==> config.mk <==
export PLATFORM = sky130hd
export DESIGN_NAME = sign_pwm_sequencer
export DESIGN_NICKNAME = d
export VERILOG_FILES = /design/src/rtl/sign_pwm_sequencer_pkg.sv /design/src/rtl/sign_pwm_sequencer_period_counter.sv /design/src/rtl/sign_pwm_sequencer.sv
export SDC_FILE = /design/constraint.sdc
export NUM_CORES = 1
export LEC_CHECK = 0
export CELL_PAD_IN_SITES_DETAIL_PLACEMENT = 0
export CELL_PAD_IN_SITES_GLOBAL_PLACEMENT = 1
export CORE_MARGIN = 3
export CORE_UTILIZATION = 45
export DETAILED_ROUTE_END_ITERATION = 6
export PLACE_DENSITY_LB_ADDON = 0.1
export SLEW_MARGIN = 20
export SYNTH_ARGS = -nofsm -noshare
export SYNTH_HDL_FRONTEND = slang
export SYNTH_SLANG_ARGS = --single-unit
==> constraint.sdc <==
create_clock -name Clock -period 4.47 [get_ports Clock]
set_input_delay 0.894 -clock Clock [delete_from_list [all_inputs] [get_ports Clock]]
set_output_delay 0.894 -clock Clock [all_outputs]
set_load 0.1 [all_outputs]
==> src/rtl/sign_pwm_sequencer_pkg.sv <==
`default_nettype none
// ============================================================================
// Module      : sign_pwm_pkg
// Description : Shared state encoding and period helper for the sign/magnitude
//               PWM sequencer.
// Revision    : 1.0 - initial release
// ============================================================================
package sign_pwm_pkg;

  // Channel control states: legs off, dead time, PWM running
  typedef enum logic [1:0] {
    IDLE = 2'd0,
    DEAD = 2'd1,
    RUN  = 2'd2
  } pwm_state_t;

  // Last count value of a period for an m-bit magnitude (period is 2**m - 1)
  function automatic int period_max(input int m);
    return (2 ** m) - 2;
  endfunction

endpackage
`default_nettype wire

==> src/rtl/sign_pwm_sequencer_period_counter.sv <==
`default_nettype none
// ============================================================================
// Module      : pwm_period_counter
// Description : Period counter running 0..P-1 with a wrap flag raised in the
//               last cycle of each period. Clear holds it at zero.
// Revision    : 1.0 - initial release
// ============================================================================
module pwm_period_counter
  import sign_pwm_pkg::*;
#(
  parameter int M = 3
) (
  input  logic         Clock,
  input  logic         nReset,
  input  logic         Clear,
  output logic [M-1:0] Count,
  output logic         Wrap
);

  localparam logic [M-1:0] CNT_MAX = M'(period_max(M));

  logic [M-1:0] count_q;
  logic [M-1:0] count_d;

  assign Wrap  = (count_q == CNT_MAX);
  assign Count = count_q;

  // Next count: restart at zero when cleared or at the end of a period
  always_comb begin
    count_d = count_q + 1'b1;
    if (Clear || Wrap) begin
      count_d = '0;
    end
  end

  // Count register with synchronous active-low reset
  always_ff @(posedge Clock) begin
    if (!nReset) begin
      count_q <= '0;
    end else begin
      count_q <= count_d;
    end
  end

endmodule
`default_nettype wire

==> src/rtl/sign_pwm_sequencer.sv <==
`default_nettype none
// ============================================================================
// Module      : sign_pwm_sequencer
// Description : Sign/magnitude H-bridge PWM controller. Magnitude and sign are
//               sampled only at period boundaries; direction changes and every
//               start from disable insert a dead time with both legs low.
// Revision    : 1.0 - initial release
// ============================================================================
module sign_pwm_sequencer
  import sign_pwm_pkg::*;
#(
  parameter int Size     = 4,
  parameter int DeadTime = 2
) (
  input  logic            Clock,
  input  logic            nReset,
  input  logic            Enable,
  input  logic [Size-2:0] PWMData,
  input  logic            Sign,
  output logic            OutA,
  output logic            OutB,
  output logic            PeriodStart,
  output logic            DeadActive
);

  localparam int M  = Size - 1;
  localparam int DW = $clog2(DeadTime + 1);
  localparam logic [DW-1:0] DEAD_LOAD = DW'(DeadTime - 1);

  pwm_state_t   state_q, state_d;
  logic [DW-1:0] dcnt_q, dcnt_d;
  logic [M-1:0] duty_q, duty_d;
  logic [M-1:0] pduty_q, pduty_d;
  logic         asign_q, asign_d;
  logic         psign_q, psign_d;

  logic [M-1:0] count_q;
  logic [M-1:0] count_d;
  logic         wrap;
  logic         clear;

  logic outa_q, outb_q, pstart_q, dact_q;

  // The counter only advances while the channel stays in RUN across the edge
  assign clear = !((state_q == RUN) && (state_d == RUN));

  pwm_period_counter #(
    .M (M)
  ) u_period_counter (
    .Clock  (Clock),
    .nReset (nReset),
    .Clear  (clear),
    .Count  (count_q),
    .Wrap   (wrap)
  );

  // Next-state decode: disable aborts everything, boundary sampling in RUN
  always_comb begin
    state_d = state_q;
    dcnt_d  = dcnt_q;
    duty_d  = duty_q;
    asign_d = asign_q;
    pduty_d = pduty_q;
    psign_d = psign_q;
    if (!Enable) begin
      state_d = IDLE;
    end else begin
      case (state_q)
        IDLE: begin
          state_d = DEAD;
          pduty_d = PWMData;
          psign_d = Sign;
          dcnt_d  = DEAD_LOAD;
        end
        DEAD: begin
          if (dcnt_q != '0) begin
            dcnt_d = dcnt_q - 1'b1;
          end else begin
            state_d = RUN;
            duty_d  = pduty_q;
            asign_d = psign_q;
          end
        end
        RUN: begin
          if (wrap) begin
            if (Sign == asign_q) begin
              duty_d = PWMData;
            end else begin
              pduty_d = PWMData;
              psign_d = Sign;
              dcnt_d  = DEAD_LOAD;
              state_d = DEAD;
            end
          end
        end
        default: state_d = IDLE;
      endcase
    end
  end

  // Mirror of the period counter's next value so outputs line up with Count
  always_comb begin
    count_d = count_q + 1'b1;
    if (clear || wrap) begin
      count_d = '0;
    end
  end

  // State, data and output registers; outputs derive from next-state values
  always_ff @(posedge Clock) begin
    if (!nReset) begin
      state_q  <= IDLE;
      dcnt_q   <= '0;
      duty_q   <= '0;
      asign_q  <= 1'b0;
      pduty_q  <= '0;
      psign_q  <= 1'b0;
      outa_q   <= 1'b0;
      outb_q   <= 1'b0;
      pstart_q <= 1'b0;
      dact_q   <= 1'b0;
    end else begin
      state_q  <= state_d;
      dcnt_q   <= dcnt_d;
      duty_q   <= duty_d;
      asign_q  <= asign_d;
      pduty_q  <= pduty_d;
      psign_q  <= psign_d;
      outa_q   <= (state_d == RUN) &&  asign_d && (count_d < duty_d);
      outb_q   <= (state_d == RUN) && !asign_d && (count_d < duty_d);
      pstart_q <= (state_d == RUN) && (count_d == '0);
      dact_q   <= (state_d == DEAD);
    end
  end

  assign OutA        = outa_q;
  assign OutB        = outb_q;
  assign PeriodStart = pstart_q;
  assign DeadActive  = dact_q;

endmodule
`default_nettype wire
==> metrics.md <==
| Metric | Value |
|---|---|
| Status | finished, final reports clean |
| Clock sinks | 19 |
| Startpoint Class | input pin |
| Post-synth EDFFs | 0 |
| Post-layout net count | about 150 |
| CP peak stage delay | 0.58 ns |
| Req. time, crit path | 4.68 ns |
| Post-CTS Hold Buffers | 0 |
| Dpl hpwl | 1.86 mm |
| Latest clock arrival within the worst-skew pair | 0.30 ns |
| Non-Filler Cell Area, Final | between 1000 and 1500 um2 |
| Crit path capture type | flip-flop |
| Post-synthesis cell area | 1100 um2 |
| R2R Path End | OutA |
| Area leader, netlist | dfxtp_1 |
| Final Max Tran Viols | 0 |
| Synth cell types | 35 |
| Worst hold-check path type | flip-flop to flip-flop |
| Number of global-route vias before repair | 896 |
| DRT Pass-1 Iters | 4 |
| Post-route ant nets | 0 |
| Yosys top cell area share | 0.345 |
| Total GRT Usage | 0.164 |
| Die X | 55.5 um |
| Pwr Density | 249 nW/um2 |
| Hold endpoint | pduty_q[1] |
| I/O Pins | 11 |
| First-pass GRT wire length | 4.09 mm |
| Worst-path cell chain | clkdlybuf4s50_1, nand2_1, nor3_1, nand3_1, and3_1, ha_1, and2_1, a311o_1, a2111oi_2 |
| Fmax | 303 MHz |
| Syn Nets | 142 |
| Worst hold slack | 0.468 ns |
| R2R setup slack | 1.48 ns |
| Pin count of the biggest net entering global routing | 14 |
| Post-synthesis simple-gate area fraction | 0.265 |
| Post-synth top cells | dfxtp_1 (19), nand2_1 (15), ha_1 (9), nor2_1 (9), inv_1 (8) |
| Layout cells sized above 1 | 0.0809 |
| 1st-iter DRT viols | 38 |
| Initial antenna violation count | 0 |
| Worst Skew | 0.0106 ns |
| Post-CTS Setup Bufs | 0 |
| # DRC | 0 |
| Pin slew with the least headroom to its limit | 0.964 ns |
| Bufs on Longest Clock Path | 2 |
| Design Power | 0.000310 W |
| Hold depth | 2 |
| Grt ovf | 0 |
| Core area | 2280 um2 |
| Post-synthesis async set-or-reset flop share | 0 |
| Complex-gate fraction of the synthesized area | 0.175 |
| Die area | 3080 um2 |
| Via count | 960 |
| IO Port Bufs | 10 |
| Ranking of synthesized cells by area | dfxtp_1 (34%), ha_1 (10%), nand2_1 (5.1%) |
| Synth Instances | 126 |
| Most common flop cell mapped by yosys | dfxtp_1 |
| Cell Rows | 17 |
| Main combinational cell family by area after synthesis | simple AND/OR/NAND/NOR gates |
| Reg-to-reg startpoint | state_q[0] |
| Min-delay src | pduty_q[1] |
| Via-to-Cell Ratio | just under 6 |
| Slew Limit Headroom | 0.355 |
| WP data arrival | 3.51 ns |
| Fin. Hold Viols | 0 |
| Area added between synthesis and finish | 13.0% |
| Setup TNS | 0 ns |
| Pleak | 0.475 nW |
| Fillers | 229 |
| Final worst-path cycle share | 0.739 |
| Mux share of post-synthesis cell area | 0.0454 |
| #FFs+latches synth | 19 |
| Die H | 55.5 um |
| Clock Tree Root | clkbuf_4 |
| Clock tree from TritonCTS | done |
| Final setup fails | 0 |
| Max VDD drop | 0.165 mV |
| WS Path Type | input pin to flip-flop |
| Final WL | 2.40 mm |
| Num CTS Buffers | 3 |
| Initial core utilization | 0.485 |
| Slowest CP cell | clkdlybuf4s50_1 |
| CTS clk-pin slew, worst paths | approximately 0.12 ns |
| RD Place Congestion | ~0.92 |
| Syn avg cell area | 8.76 um2 |
| DP Area | 1220 um2 |
| Post-synthesis sequential area ratio | 0.345 |
| WL per Instance | 14.6 um |
| CTS resizes | 0 |
| H-tree depth | 1 |
| Synthesis Warnings | 0 |
| RSZ-0062 raised after global routing | false |
| Reg2reg path depth | 10 |
| Synth Area in Adders | 0.102 |
| Count leader, synth | dfxtp_1 |
| Max Cap Viol | 0 |
| Antenna Cells | 0 |
| XOR/XNOR Fraction of Synth Area | 0.0238 |
| CP max FO | 7 |
| Min Tclk post-route | around 3.3 ns |
==> worst max-delay path: cells and delay by family <==
kind,cells,cell delay (ns)
compound gates,2,0.73
buf+inv,1,0.58
fa+ha+maj,1,0.30
simple gates,5,1.01
==> registers in the layout, indices dropped and copies added, names as in the netlist <==
register / flops
DeadActive: 1
OutA: 1
OutB: 1
PeriodStart: 1
asign_q: 1
dcnt_q: 2
duty_q: 3
pduty_q: 3
psign_q: 1
state_q: 2
u_period_counter.Count: 3
==> how the worst max path moves through the flow <==
| stage | from | endpoint | slack, ns | cells after the start |
|---|---|---|---|---|
| 2_1_floorplan | Sign | OutA | 1.62 | 8 |
| 4_1_cts | Enable | OutA | 1.20 | 9 |
| 3_3_place_gp | Enable | OutB | 0.96 | 9 |
| 3_5_place_dp | Enable | OutA | 0.88 | 9 |
| 6_report | Enable | OutA | 1.17 | 9 |
| 5_1_grt | Enable | OutB | 1.04 | 9 |
==> routing by layer <==
layer  track usage  wire length, um
met1         0.221             1130
met2         0.247             1100
met5             0                0
met4        0.0938               70
met3        0.0257              100
==> logic make-up (layout without fill, tap and decap cells) <==
| logic type | count (synthesis) | after routing |
|---|---|---|
| DFF | 19 | 19 |
| xor gates and xnor gates | 3 | 3 |
| and+or+nand+nor | 53 | 53 |
| muxes | 5 | 5 |
| buffers and inverters | 12 | 22 |
| adders and majority gates | 9 | 9 |
| AOI/OAI and AO/OA | 25 | 25 |
==> metrics by stage <==
stage | worst slack, ns | utilization | instances
floorplan | 1.62 | - | 126
global placement | 0.961 | 0.536 | 160
detailed placement | 0.881 | 0.536 | 160
CTS | 1.20 | 0.548 | 164
global route | 1.04 | 0.548 | 164
finish | 1.17 | 0.548 | 164
==> layout make-up <==
class                           count  area (um2)  area share
Multi-Input combinational cell     95         674       0.541
Sequential cell                    19         380       0.305
Timing Repair Buffer               10         100      0.0802
Tap cell                           28        35.0      0.0281
Inverter                            8        30.0      0.0241
Clock buffer                        3        22.5      0.0181
Clock inverter                      1        5.00     0.00401
==> layout by cell type (no fill, tap or decap), types with 2 or more instances in the layout <==
| master | instances |
|---|---|
| mux2i_1 | 5 |
| nor3_1 | 3 |
| and4_1 | 2 |
| o21a_1 | 2 |
| nand4_1 | 2 |
| a22oi_1 | 2 |
| dfxtp_1 | 19 |
| a2111oi_2 | 2 |
| nand2_1 | 15 |
| a31oi_1 | 4 |
| o211ai_1 | 3 |
| ha_1 | 9 |
| a21oi_1 | 2 |
| clkdlybuf4s50_1 | 10 |
| nand3_1 | 5 |
| and3_1 | 5 |
| nor2_1 | 9 |
| inv_1 | 8 |
| nor3b_1 | 5 |
| o21ai_0 | 4 |
| clkbuf_4 | 3 |
| xnor2_1 | 2 |
| o2bb2ai_1 | 2 |
==> report_power, final <==
part	internal [W]	total, W	leakage, nW	switching (W)
Combinational	0.0000172	0.0000441	0.303	0.0000269
Clock	0.0000333	0.0000895	0.0177	0.0000562
Sequential	0.000174	0.000177	0.155	0.00000288
No activity file was read; power rests on OpenSTA's default activity.
